**src/rtl/negate_arbiter.sv**
```systemverilog
// negate_arbiter
// Round-robin scheduler that shares one combinational two's-complement
// negation unit (twosComp) among NREQ requesters. One operand is accepted per
// transaction and presented to the shared unit for one cycle. The unit's result
// is captured and returned with the requester ID on a valid/ready channel.
//
// Ports:
//   clk          system clock, rising edge
//   rst_n        asynchronous active-low reset
//   req_valid    [NREQ]        requester i has an operand pending
//   req_operand  [NREQ*WIDTH]  packed operands, requester i at [i*WIDTH +: WIDTH]
//   req_ready    [NREQ]        one-hot accept, only ever set while idle
//   tc_operand   [WIDTH]       registered operand to the shared twosComp unit
//   tc_result    [WIDTH]       combinational negation returned by the unit
//   rsp_valid                  response available
//   rsp_ready                  consumer accepts the response
//   rsp_id       [IDW]         requester that owns the response
//   rsp_data     [WIDTH]       captured tc_result
//   rsp_ovf                    operand was the most-negative value
//   busy                       transaction in flight (not idle)
module negate_arbiter #(
    parameter int NREQ  = 4,
    parameter int WIDTH = 4,
    parameter int IDW   = 2
) (
    input  logic                    clk,
    input  logic                    rst_n,
    input  logic [NREQ-1:0]         req_valid,
    input  logic [NREQ*WIDTH-1:0]   req_operand,
    output logic [NREQ-1:0]         req_ready,
    output logic [WIDTH-1:0]        tc_operand,
    input  logic [WIDTH-1:0]        tc_result,
    output logic                    rsp_valid,
    input  logic                    rsp_ready,
    output logic [IDW-1:0]          rsp_id,
    output logic [WIDTH-1:0]        rsp_data,
    output logic                    rsp_ovf,
    output logic                    busy
);

    localparam logic [1:0] ST_IDLE  = 2'b00;
    localparam logic [1:0] ST_ISSUE = 2'b01;
    localparam logic [1:0] ST_RESP  = 2'b10;

    // The only operand whose negation does not fit: MSB set, all others clear.
    function automatic logic is_min_neg(input logic [WIDTH-1:0] value);
        logic [WIDTH-1:0] pattern;
        pattern = {1'b1, {(WIDTH-1){1'b0}}};
        return (value == pattern);
    endfunction

    logic [1:0]       state_r;
    logic [IDW-1:0]   ptr_r;
    logic [IDW-1:0]   id_r;
    logic [WIDTH-1:0] tc_operand_r;
    logic             rsp_valid_r;
    logic [IDW-1:0]   rsp_id_r;
    logic [WIDTH-1:0] rsp_data_r;
    logic             rsp_ovf_r;

    logic             grant_found_s;
    logic [IDW-1:0]   grant_idx_s;
    int               cand_s;
    logic [WIDTH-1:0] sel_operand_s;
    logic [NREQ-1:0]  req_ready_s;

    // Round-robin search: first pending requester strictly after ptr, wrapping.
    always_comb begin
        grant_found_s = 1'b0;
        grant_idx_s   = '0;
        cand_s        = 0;
        for (int k = 1; k <= NREQ; k++) begin
            cand_s = int'(ptr_r) + k;
            if (cand_s >= NREQ) begin
                cand_s = cand_s - NREQ;
            end else begin
                cand_s = cand_s;
            end
            if (!grant_found_s && req_valid[cand_s]) begin
                grant_found_s = 1'b1;
                grant_idx_s   = cand_s[IDW-1:0];
            end else begin
                // an earlier winner in the search order is kept
            end
        end
    end

    // Operand of the current winner.
    always_comb begin
        sel_operand_s = req_operand[int'(grant_idx_s)*WIDTH +: WIDTH];
    end

    // Accept strobe: only while idle, and forced low while reset is asserted
    // so that every output reads zero immediately on reset.
    always_comb begin
        req_ready_s = '0;
        if ((state_r == ST_IDLE) && rst_n && grant_found_s) begin
            req_ready_s[grant_idx_s] = 1'b1;
        end else begin
            req_ready_s = '0;
        end
    end

    // Transaction FSM with operand, ID and response capture.
    always_ff @(posedge clk or negedge rst_n) begin
        if (!rst_n) begin
            state_r      <= ST_IDLE;
            ptr_r        <= IDW'(NREQ - 1);
            id_r         <= '0;
            tc_operand_r <= '0;
            rsp_valid_r  <= 1'b0;
            rsp_id_r     <= '0;
            rsp_data_r   <= '0;
            rsp_ovf_r    <= 1'b0;
        end else begin
            case (state_r)
                ST_IDLE: begin
                    if (grant_found_s) begin
                        tc_operand_r <= sel_operand_s;
                        id_r         <= grant_idx_s;
                        ptr_r        <= grant_idx_s;
                        state_r      <= ST_ISSUE;
                    end else begin
                        state_r      <= ST_IDLE;
                    end
                end
                ST_ISSUE: begin
                    // tc_operand has been stable for the whole cycle, so the
                    // unit's combinational result is settled at this edge.
                    rsp_data_r  <= tc_result;
                    rsp_id_r    <= id_r;
                    rsp_ovf_r   <= is_min_neg(tc_operand_r);
                    rsp_valid_r <= 1'b1;
                    state_r     <= ST_RESP;
                end
                ST_RESP: begin
                    if (rsp_ready) begin
                        rsp_valid_r <= 1'b0;
                        state_r     <= ST_IDLE;
                    end else begin
                        state_r     <= ST_RESP;
                    end
                end
                default: begin
                    rsp_valid_r <= 1'b0;
                    state_r     <= ST_IDLE;
                end
            endcase
        end
    end

    assign req_ready  = req_ready_s;
    assign tc_operand = tc_operand_r;
    assign rsp_valid  = rsp_valid_r;
    assign rsp_id     = rsp_id_r;
    assign rsp_data   = rsp_data_r;
    assign rsp_ovf    = rsp_ovf_r;
    assign busy       = (state_r != ST_IDLE);

endmodule

```
**config.mk**
```make
export PLATFORM = sky130hd
export DESIGN_NAME = negate_arbiter
export DESIGN_NICKNAME = d
export VERILOG_FILES = /design/src/rtl/negate_arbiter.sv
export SDC_FILE = /design/constraint.sdc
export NUM_CORES = 1
export LEC_CHECK = 0
export ABC_AREA = 0
export CELL_PAD_IN_SITES_DETAIL_PLACEMENT = 1
export CELL_PAD_IN_SITES_GLOBAL_PLACEMENT = 1
export CORE_MARGIN = 3
export CORE_UTILIZATION = 32
export DETAILED_ROUTE_END_ITERATION = 16
export PLACE_DENSITY = 0.94
export RECOVER_POWER = 50
export SYNTH_ARGS = -nofsm -noshare
export SYNTH_HDL_FRONTEND = slang
export SYNTH_SLANG_ARGS = --single-unit
```
**constraint.sdc**
```tcl
create_clock -name clk -period 2.81 [get_ports clk]
set_clock_uncertainty 0.15 [all_clocks]
set_input_delay 0.7025 -clock clk [delete_from_list [all_inputs] [get_ports clk]]
set_output_delay 0.7025 -clock clk [all_outputs]
set_load 0.03 [all_outputs]
```
==> results of run 1 <==
==> per-stage QoR <==
stage | util (%) | instances
finish | 53.3 | 176
global route | 53.3 | 176
CTS | 53.4 | 176
detailed placement | 51.9 | 172
global placement | 51.9 | 172
floorplan | - | 92
==> registers in the layout, summed over array words and instances, names as in the netlist <==
register / count
state_r: 2
rsp_data: 4
rsp_ovf: 1
ptr_r: 2
tc_operand: 4
id_r: 2
rsp_id: 2
rsp_valid: 1
==> worst paths after layout <==
| path | start | endpoint | cells past startpoint |
|---|---|---|---|
| hold reg to reg | rsp_valid | rsp_valid | 1 |
| hold / removal | rsp_valid | rsp_valid | 1 |
| min in group asynchronous | rst_n | rsp_valid | 2 |
| setup / recovery | req_valid[2] | req_ready[1] | 6 |
| setup reg to reg | state_r[1] | tc_operand[3] | 6 |
| max in group asynchronous | rst_n | tc_operand[3] | 2 |
==> placed cells by master, fill, tap and decap left out, types with 2 or more instances in the layout <==
| cell type | n |
|---|---|
| mux2i_1 | 4 |
| a21oi_1 | 2 |
| clkdlybuf4s50_1 | 33 |
| inv_1 | 6 |
| clkbuf_2 | 2 |
| o21ai_2 | 2 |
| nor2b_1 | 4 |
| mux2_2 | 7 |
| or2_2 | 2 |
| buf_4 | 13 |
| nor2_1 | 14 |
| a211oi_1 | 7 |
| clkbuf_4 | 3 |
| dfrtp_1 | 16 |
| dlygate4sd3_1 | 2 |
| o21ai_0 | 3 |
| dfstp_2 | 2 |
| nand2_1 | 2 |
| a31oi_1 | 4 |
==> cell type report <==
cell class                 instances  area share, %
clock buffer                       4           2.45
multi-input combinational         64           30.5
tap                               31           2.62
sequential                        18           30.5
inverter                           6           1.52
timing repair buffer              53           32.4
==> synthesized netlist by cell type (3+ instances only) <==
library cell / number / area share [%]
mux2_2: 7 / 8.4
a31oi_1: 4 / 2.7
dfrtp_1: 16 / 42
inv_1: 6 / 2.4
a211oi_1: 7 / 5.6
o21ai_0: 3 / 1.6
mux2i_1: 4 / 4.2
nor2b_1: 5 / 3.3
nor2_1: 14 / 5.6
==> kinds of logic (layout without fill, tap and decap cells) <==
family / Yosys count / in the layout
flops: 18 / 18
simple gates: 30 / 30
mux: 11 / 11
buf+inv: 10 / 63
compound gates: 23 / 23
==> report_power, final <==
| group | leakage [nW] | internal (mW) | switching (mW) | total, mW |
|---|---|---|---|---|
| Sequential | 0.209 | 0.401 | 0.0875 | 0.488 |
| Combinational | 0.412 | 0.436 | 0.501 | 0.938 |
| Clock | 0.0210 | 0.0787 | 0.0723 | 0.151 |
| Total | 0.641 | 0.916 | 0.661 | 1.58 |
==> metal layers <==
layer	global-route usage (%)	up-vias	part of all wire (%)
met2	28.4	31	54
met1	15.5	446	39
met5	0	-	0
met3	3.46	0	6.3
li1	-	431	-
met4	3.80	0	0
==> timing repair <==
item / in CTS / in global routing
cloned: 0 / 0
resized for setup: 7 / 6
endpoints found under the setup margin: 4 / 3
pin swaps: 0 / 2
==> impl_metrics.toml, run 1 <==
[timing]
rsz0062_at_grt = "false"
finalCritPeriodShare_pct = 97.6
hold_viol = 0
tightest_slew_ns = 0.917
post-route-min-period_ns = 2.74
max_freq_ghz = 0.364
slew_headroom_pct = 38.9
maxSlewViolCount = 0
report.final.setup_viol = 0
whs_ns = 0.342
fin_ws_ns = 0.0663
setup_tns_ns = 0

[global_routing]
grt_pass1_wl_um = 4050
gr-total-overflow = 0
grt_pass1_vias = 999
antenna_found_initial = 0
grt_max_degree = 19
grt.total_usage_pct = 14.6

[synth]
synthAdderAreaFrac_pct = 0
muxShareOfSynthArea_pct = 12.6
syn_area_per_cell_um2 = 10.3
synth_top_family_by_area = "compound AO/OA/AOI/OAI gates"
synth_compound_area_share_pct = 17.2
synth_cell_type_count = 30
async_flop_share_pct = 100
synth_edf_count = 0
ys_seq_area_share_pct = 48.0
synthSimpleGateAreaFrac_pct = 16.0
ys_seq_elements = 18
yosysWarnings = 0
syn-num-nets = 119
synth_area_um2 = 943
synthFlopType = "dfrtp_1"
syn_inst = 92
synth_xor_area_share_pct = 0

[critical_path]
crit_buf_inv = 2
cp_slowest_cell = "or2_2"
slowest_delay_ns = 0.30
critical-path-top-delay-family = "simple AND/OR/NAND/NOR gates"
crit_path_start_kind = "input pin"
crit_path_cell_trace = "dlygate4sd2_1 -> or2_2 -> o311a_1 -> nand3b_1 -> nor2_1 -> buf_4"
required_ns = 1.96
crit_arrival_ns = 1.89
worst-r2r-setup-slack_ns = 0.87
path_class = "in2out"
endpoint_kind = "primary output"
path_max_fanout = 4

[layout]
final_area_um2 = 1480
seq_area_um2 = 453
syn2layout_area_growth_pct = 57.2
layout-drive-gt1-share_pct = 24.8
n_antenna_cell = 0
final_nets = 173
fillCellCount = 318
multiInputGateArea_um2 = 452

[route]
postRouteAntennaNets = 0
wl_per_cell_um = 13.7
drt_first_pass_iters = 2
postRouteWirelength_um = 2410
vias_per_cell = 5.16
drc = 0
dr_total_vias = 908
drtIter0Drc = 16

[place]
portBuffers = 43
finalWeightedCongestion = 0.777
pre_cts_ws_ns = -0.248
place_hpwl_um = 2100
dpl_cell_area_um2 = 1440

[power]
p_total_mw = 1.58
power_density_nw_per_um2 = 1060
p_leak_nw = 0.641
ir_worst_vdd_v = 0.000675

[clocking]
tritoncts = "yes"
ctsHoldBuffers = 0
clk_pin_slew_ns = 0.10
worstSkewPairLatency_ns = 0.28
cts_buffer_depth = 2
cts_sinks = 18
cts_buffers = 3
cts_root_buf = "clkbuf_4"
htree_levels = 1
cts_setup_buffers = 0

[floorplanning]
die_h_um = 60.3
pin_count = 44
rows = 19
chipWidth_um = 60.3
core_um2 = 2780
die_area_um2 = 3640
initial_utilization_pct = 33.9

[min_path]
hold_path_class = "reg2reg"

[run]
drv_cap = 0

[status]
outcome = "complete, no violations"
Power figures use the tool's default switching activity.
==> inputs of run 2 (changes only) <==
--- a/config.mk
+++ b/config.mk
@@ -6,6 +6,7 @@
 export NUM_CORES = 1
 export LEC_CHECK = 0
 export ABC_AREA = 0
+export ABC_CLOCK_PERIOD_IN_PS = 2810
 export CELL_PAD_IN_SITES_DETAIL_PLACEMENT = 1
 export CELL_PAD_IN_SITES_GLOBAL_PLACEMENT = 1
 export CORE_MARGIN = 3
==> results of run 2 <==
Same layout as run 1: the final DEF is identical, and so are final timing and power.
==> inputs of run 3 (changes only) <==
--- a/config.mk
+++ b/config.mk
@@ -6,13 +6,13 @@
 export NUM_CORES = 1
 export LEC_CHECK = 0
 export ABC_AREA = 0
-export ABC_CLOCK_PERIOD_IN_PS = 2810
+export ABC_CLOCK_PERIOD_IN_PS = 2900
 export CELL_PAD_IN_SITES_DETAIL_PLACEMENT = 1
 export CELL_PAD_IN_SITES_GLOBAL_PLACEMENT = 1
 export CORE_MARGIN = 3
-export CORE_UTILIZATION = 32
+export CORE_UTILIZATION = 29
 export DETAILED_ROUTE_END_ITERATION = 16
-export PLACE_DENSITY = 0.94
+export PLACE_DENSITY = 0.87
 export RECOVER_POWER = 50
 export SYNTH_ARGS = -nofsm -noshare
 export SYNTH_HDL_FRONTEND = slang
==> constraint.sdc (replaced) <==
create_clock -name clk -period 2.9 [get_ports clk]
set_clock_uncertainty 0.15 [all_clocks]
set_input_delay 0.725 -clock clk [delete_from_list [all_inputs] [get_ports clk]]
set_output_delay 0.725 -clock clk [all_outputs]
set_load 0.03 [all_outputs]
==> run 3 against run 2 <==
Effect of this change:
- global-route usage down 0.098 points
- setup slack better by 0.013 ns
- die area up 9.3%
- via count down 0.11%
==> impl_metrics.toml, run 3 (same netlist as run 1, synthesis figures left out) <==
[layout]
final_common_cell = "clkdlybuf4s50_1"
fillCellCount = 362
syn2layout_area_growth_pct = 58.6
layout-drive-gt1-share_pct = 23.8
layout_common_cells = "33 x clkdlybuf4s50_1, 16 x dfrtp_1, 15 x buf_4"
final_nets = 175
post-route-util_pct = 48.6
n_antenna_cell = 0

[critical_path]
path_max_fanout = 4
crit_arrival_ns = 1.95
path_class = "in2out"
worst-r2r-setup-slack_ns = 0.92
required_ns = 2.03
endpoint_kind = "primary output"
crit_path_start_kind = "input pin"

[route]
drc = 0
postRouteAntennaNets = 0
postRouteWirelength_um = 2660
dr_total_vias = 907
vias_per_cell = 4.75
drt_first_pass_iters = 3
drtIter0Drc = 18
wl_per_cell_um = 13.9

[global_routing]
grt.total_usage_pct = 14.6
antenna_found_initial = 0
grt_max_degree = 19
grt_pass1_vias = 991
grt_pass1_wl_um = 4650
gr-total-overflow = 0

[timing]
slew_headroom_pct = 37.2
max_freq_ghz = 0.355
tightest_slew_ns = 0.943
rsz0062_at_grt = "false"
report.final.setup_viol = 0
finalCritPeriodShare_pct = 97.3
setup_tns_ns = 0
maxSlewViolCount = 0
hold_viol = 0
post-route-min-period_ns = 2.82

[clocking]
cts_root_buf = "clkbuf_4"
cts_buffer_depth = 2
cts_sinks = 18
clk_pin_slew_ns = 0.10
tritoncts = "yes"
worstSkewPairLatency_ns = 0.29
htree_levels = 1
cts_buffers = 3

[power]
ir_worst_vdd_v = 0.000266
p_leak_nw = 0.642
p_clk_share_pct = 8.3
swShare_pct = 42.8
p_seq_share_pct = 30.8
power_density_nw_per_um2 = 1020
p_int_mw = 0.871
power.switching_mw = 0.652
combPwrFrac_pct = 60.9

[floorplanning]
initial_utilization_pct = 30.7
die_h_um = 63.0
chipWidth_um = 63.0
die_area_um2 = 3970
core_um2 = 3080
pin_count = 44
rows = 20

[place]
portBuffers = 43
place_hpwl_um = 2240
finalWeightedCongestion = 0.686

[run]
drv_cap = 0

[min_path]
hold_path_class = "reg2reg"

[status]
outcome = "complete, no violations"
-- run 3: cell count changes in the layout (fill, tap and decap cells not counted), sizes merged --
cell         change
dlygate4sd2      +1
buf              +2
clkbuf           -1
-- run 3: layer usage --
metal	GRT usage [%]	up-vias	part of all wire [%]
met5	0	-	0
met1	17.0	438	42
met3	3.42	2	6.1
li1	-	437	-
met2	26.1	30	51
met4	4.41	0	0.19
-- run 3: path summary, 6_finish.rpt --
path / start / cells after the start / endpoint
max reg2reg: state_r[1] / 6 / tc_operand[0]
min: rsp_valid / 1 / rsp_valid
max: req_valid[1] / 6 / req_ready[0]
min in group asynchronous: rst_n / 2 / rsp_id[0]
min reg2reg: rsp_valid / 1 / rsp_valid
max in group asynchronous: rst_n / 2 / id_r[1]
-- run 3: repair_timing --
item                       4_1_cts  5_1_grt
setup buffers                    0        1
gates resized for setup          4        6
setup endpoints to repair        4        3
pin swaps                        0        2
hold buffers                     0        0
-- run 3: final cells by class --
| class | instances | area, um^2 | area share (%) |
|---|---|---|---|
| tap | 44 | 55.1 | 3.68 |
| sequential | 18 | 453 | 30.3 |
| multi-input combinational | 64 | 440 | 29.4 |
| timing repair buffer | 55 | 499 | 33.4 |
| inverter | 6 | 22.5 | 1.51 |
| clock buffer | 4 | 26.3 | 1.76 |
-- run 3: critical path, stage by stage --
cell,delay (ns)
clkdlybuf4s15_1,0.23
or3b_1,0.36
o311a_1,0.16
nand3b_1,0.19
nor2_1,0.12
buf_4,0.17
-- run 3: stage by stage --
step | total power [mW] | hold WS, ns | setup slack [ns] | instance area [um^2] | instances
after global placement | 1.35 | 0.310 | -0.160 | 1470 | 186
after global routing | 1.64 | 0.383 | 0.0170 | 1500 | 191
after floorplan | 1.04 | 0.279 | 0.0963 | 943 | 92
after detailed placement | 1.40 | 0.325 | -0.208 | 1470 | 186
final | 1.52 | 0.341 | 0.0796 | 1500 | 191
after CTS | 1.53 | 0.348 | 0.0238 | 1490 | 190
-- run 3: power groups by stage --
stage	Combinational, mW	Clock, mW	Sequential (mW)
finish	0.927	0.127	0.469
global route	1.00	0.143	0.493
CTS	0.922	0.132	0.471
detailed placement	0.922	0	0.476
global placement	0.882	0	0.467
floorplan	0.419	0	0.622
==> patch 1 (config.mk and constraints of run 1) <==
The parameter `IDW` goes from 2 to 1.
--- a/src/rtl/negate_arbiter.sv
+++ b/src/rtl/negate_arbiter.sv
@@ -21,7 +21,7 @@
 module negate_arbiter #(
     parameter int NREQ  = 4,
     parameter int WIDTH = 4,
-    parameter int IDW   = 2
+    parameter int IDW   = 1
 ) (
     input  logic                    clk,
     input  logic                    rst_n,
Ports: changed (resized rsp_id); port bits go from 44 to 43. The function was not compared with the original's and may differ.
==> patch 1 against run 1 <==
- critical path depth down 1
- power down 22%
- non-clock buffer count down 9
- cell area down 20%
- sequential share of layout area up 1.2 points
- global-route usage up 0.34 points
- area after synthesis down 21%
- sequential cell count down 3
- routed wire length down 20%
- setup slack worse by 0.012 ns
==> patch 1: results (changes against run 1) <==
* R2r setup slk at 1.21 ns (+0.34 ns)
* Dpl cell area at 1150 um2 (-20%)
* Cell count after placement at 134 (-22%)
* Share of post-route cells with drive strength above 1 at 0.234 (-0.0140)
* Fillers at 251 (-21%)
* Max_slew headroom at 0.603 (+0.215)
* Chip width at 54.2 um (-10%)
* Pre-CTS WS at -0.676 ns (-0.429 ns)
* Final Wtd Congestion at 0.692 (-11%)
* GRT Util Overall at 0.150 (+0.00343)
* Met3 wire length at 144 um (-5.9%)
* First-pass GRT wire length at 3150 um (-22%)
* Peak supply drop at 0.468 mV (-31%)
* Gate power share at 0.582 (-0.013)
* Synth area leaders: dfrtp_1 47%, mux2_2 6.1%, a21oi_1 5.4%
* Data buffer area share at 0.350 (+0.0255)
* Post-cts repair resize count at 12 (+5)
* Lkg Pwr at 0.503 nW (-22%)
* Final core occ at 0.569 (+0.0360)
* 1st-iter DRT viols at 4 (-12)
* DR top layer: met4
* M3 GR Usage at 0.0194 (-0.0152)
* Seq_cells at 15 (-3)
* Vias/cell at 4.95 (-4.1%)
* Met2 track demand over resource at 0.319 (+0.0348)
* IO Port Bufs at 32 (-26%)
* Bufs w/o clock at 44 (-17%)
* Post-synth cell types at 26 (-13%)
* Register area at 377 um2 (-17%)
* Synthesized area per cell at 11.1 um2 (+8.2%)
* Crit path largest cell delay at 0.56 ns (+0.26 ns)
* Critical-path maximum fanout at 2 (-2)
* Min Hold Slack at 0.335 ns (-0.00646 ns)
* Multi-input gates at 46 (-28%)
* Vias at 683 (-25%)
* Post-synthesis mux area share at 0.0909 (-0.0351)
* Worst-path clk slew at 0.08 ns (-0.02 ns)
* Layout clock area frac at 0.0222 (-0.00230)
* Met1 usage at 0.139 (-0.0155)
* Area of the multi-input gates at 327 um2 (-28%)
* Vias in the first global route at 735 (-26%)
* Routed WL per cell at 14.0 um (+2.1%)
* DP HPWL at 1700 um (-19%)
* Pin count of the biggest net entering global routing at 16 (-3)
* Met2 wire length at 1070 um (-18%)
* Slowest-stage cell, CP: or4_4
* Share of power burned in registers at 0.327 (+0.017)
* Synth cell count leaders: 14 x dfrtp_1, 8 x a21oi_1
* Compound-Gate Fraction of Synth Area at 0.205 (+0.0330)
* WL met1 at 710 um (-25%)
* Final net count at 139 (-20%)
* Outcome: completed
* Sequential element share of the synthesized area at 0.507 (+0.0266)
* Number of non-clock inverters in the layout at 2 (-4)
* Pwr/cell area at 1040 nW/um2 (-1.9%)
* P_sw at 515 uW (-22%)
==> patch 1: cell types whose count changed after synthesis, sizes merged, moves of 4 or more <==
| cell | run 1 | this run |
|---|---|---|
| nor2 | 14 | 3 |
| a211oi | 8 | 0 |
| a21oi | 2 | 8 |
| o21ai | 6 | 1 |
| inv | 6 | 2 |
| mux2i | 4 | 0 |
| o211ai | 0 | 4 |
| o31ai | 0 | 4 |
==> patch 1: kinds of logic after synthesis <==
family,after synthesis
simple gates,14
buf+inv,7
compound gates,24
flops,15
other cells,1
mux,6
==> patch 1: final timing paths <==
check,end,cells past startpoint,startpoint
worst max-delay path,req_ready[0],5,req_valid[1]
worst min-delay path,rsp_data[1],1,rsp_data[1]
worst max register to register,rsp_data[0],2,state_r[0]
worst min register to register,rsp_data[1],1,rsp_data[1]
max in group asynchronous,rsp_ovf,2,rst_n
min in group asynchronous,ptr_r,1,rst_n
==> patch 2 (settings of run 1) <==
Made on the original files. Put one more register stage on the output `rsp_ovf`, with the module's reset. The value now appears one clock later. The other outputs are not delayed to match.
--- a/src/rtl/negate_arbiter.sv
+++ b/src/rtl/negate_arbiter.sv
@@ -154,7 +154,13 @@
     assign rsp_valid  = rsp_valid_r;
     assign rsp_id     = rsp_id_r;
     assign rsp_data   = rsp_data_r;
-    assign rsp_ovf    = rsp_ovf_r;
+    always_ff @(posedge clk or negedge rst_n) begin
+        if (!rst_n) begin
+            rsp_ovf <= '0;
+        end else begin
+            rsp_ovf <= rsp_ovf_r;
+        end
+    end
     assign busy       = (state_r != ST_IDLE);
 
 endmodule
Formal check against the unedited RTL: not equivalent (a bounded check fails within 4 cycles, from zero or initial values and one cycle with rst_n low).
==> patch 2 against run 1 <==
- synthesized cell count grew 3.3%
- critical path type unchanged
- sequential power grew 5.7%
- critical path depth grew 2
- area after synthesis grew 7.6%
- sequential cell count grew 1
- power grew 8.5%
- setup slack lost 0.0090 ns
- first-iteration DRC count grew 25%
- clock power shrank 9.9%
- core utilization grew 3.0 points
- register-to-register slack lost 0.19 ns
- routed wire length grew 31%
- highest routed layer is now met4
- largest cell class is now multi-input combinational cells
- cell area grew 9.2%
==> patch 2: results (changes against run 1) <==
* Final std cells w/o fill at 196 (+11%)
* First-pass GRT wire length at 5460 um (+35%)
* Number of non-clock inverters in the layout at 2 (-4)
* TritonRoute pass-1 iters at 4 (+2)
* Sequential element share of the synthesized area at 0.471 (-0.00908)
* Synth area leaders: dfrtp_1 42%, mux2_2 7.8%, dfstp_2 5.2%
* Met2 wire length at 1730 um (+32%)
* 1st-iter DRT viols at 20 (+4)
* Crit path largest cell delay at 0.28 ns (-0.02 ns)
* Vias in the first global route at 1086 (+8.7%)
* DR top layer: met4
* Core ar. at 2880 um2 (+3.4%)
* CP startpoint: req_valid[1]
* Vias/cell at 4.96 (-3.9%)
* Synth cell count leaders: 17 x dfrtp_1, 10 x nor2_1, 9 x nand2_1, 7 x mux2_2
* Pre-CTS WS at -0.230 ns (+0.0182 ns)
* Lkg Pwr at 0.705 nW (+10%)
* Fraction of area in multi-input gates at 0.336 (+0.0315)
* Pin count of the biggest net entering global routing at 20 (+1)
* Final Wtd Congestion at 0.708 (-8.9%)
* R2R Path End: tc_operand[2]
* Fillers at 319 (+0.31%)
* Mapped Nets at 122 (+2.5%)
* Outcome: completed
* Min Hold Slack at 0.240 ns (-0.101 ns)
* Hold worst-path end: rsp_ovf
* Pwr/cell area at 1060 nW/um2 (-0.59%)
* R2r setup slk at 0.68 ns (-0.19 ns)
* Met3 wire length at 111 um (-27%)
==> patch 2: cell types whose count changed in the layout (fill, tap and decap cells not counted), sizes merged, moves of 5 or more <==
cell,before,now
inv,6,1
nand2,2,9
a211oi,8,0
buf,13,18
==> patch 2: kinds of logic (layout without fill, tap and decap cells) <==
family / after synthesis / count (layout) / share of synthesized area
mux: 11 / 11 / 0.117
flops: 19 / 19 / 0.471
compound gates: 25 / 25 / 0.202
buf+inv: 4 / 63 / 0.0148
simple gates: 36 / 36 / 0.195
==> patch 2: repair_timing <==
item	CTS	global route
resized for setup	11	6
pin swaps	4	2
setup buffers	3	1
cloned	0	0
endpoints found under the setup margin	4	4
==> patch 2: metal layers <==
metal | vias up | GRT usage
met5 | - | 0
met4 | 0 | 0.0468
met1 | 471 | 0.204
li1 | 465 | -
met3 | 9 | 0.0360
met2 | 27 | 0.317
==> patch 2: where the power goes <==
part	leakage (nW)	switching (mW)	internal, mW
Combinational	0.463	0.563	0.498
Sequential	0.228	0.0998	0.416
Clock	0.0150	0.0805	0.0553
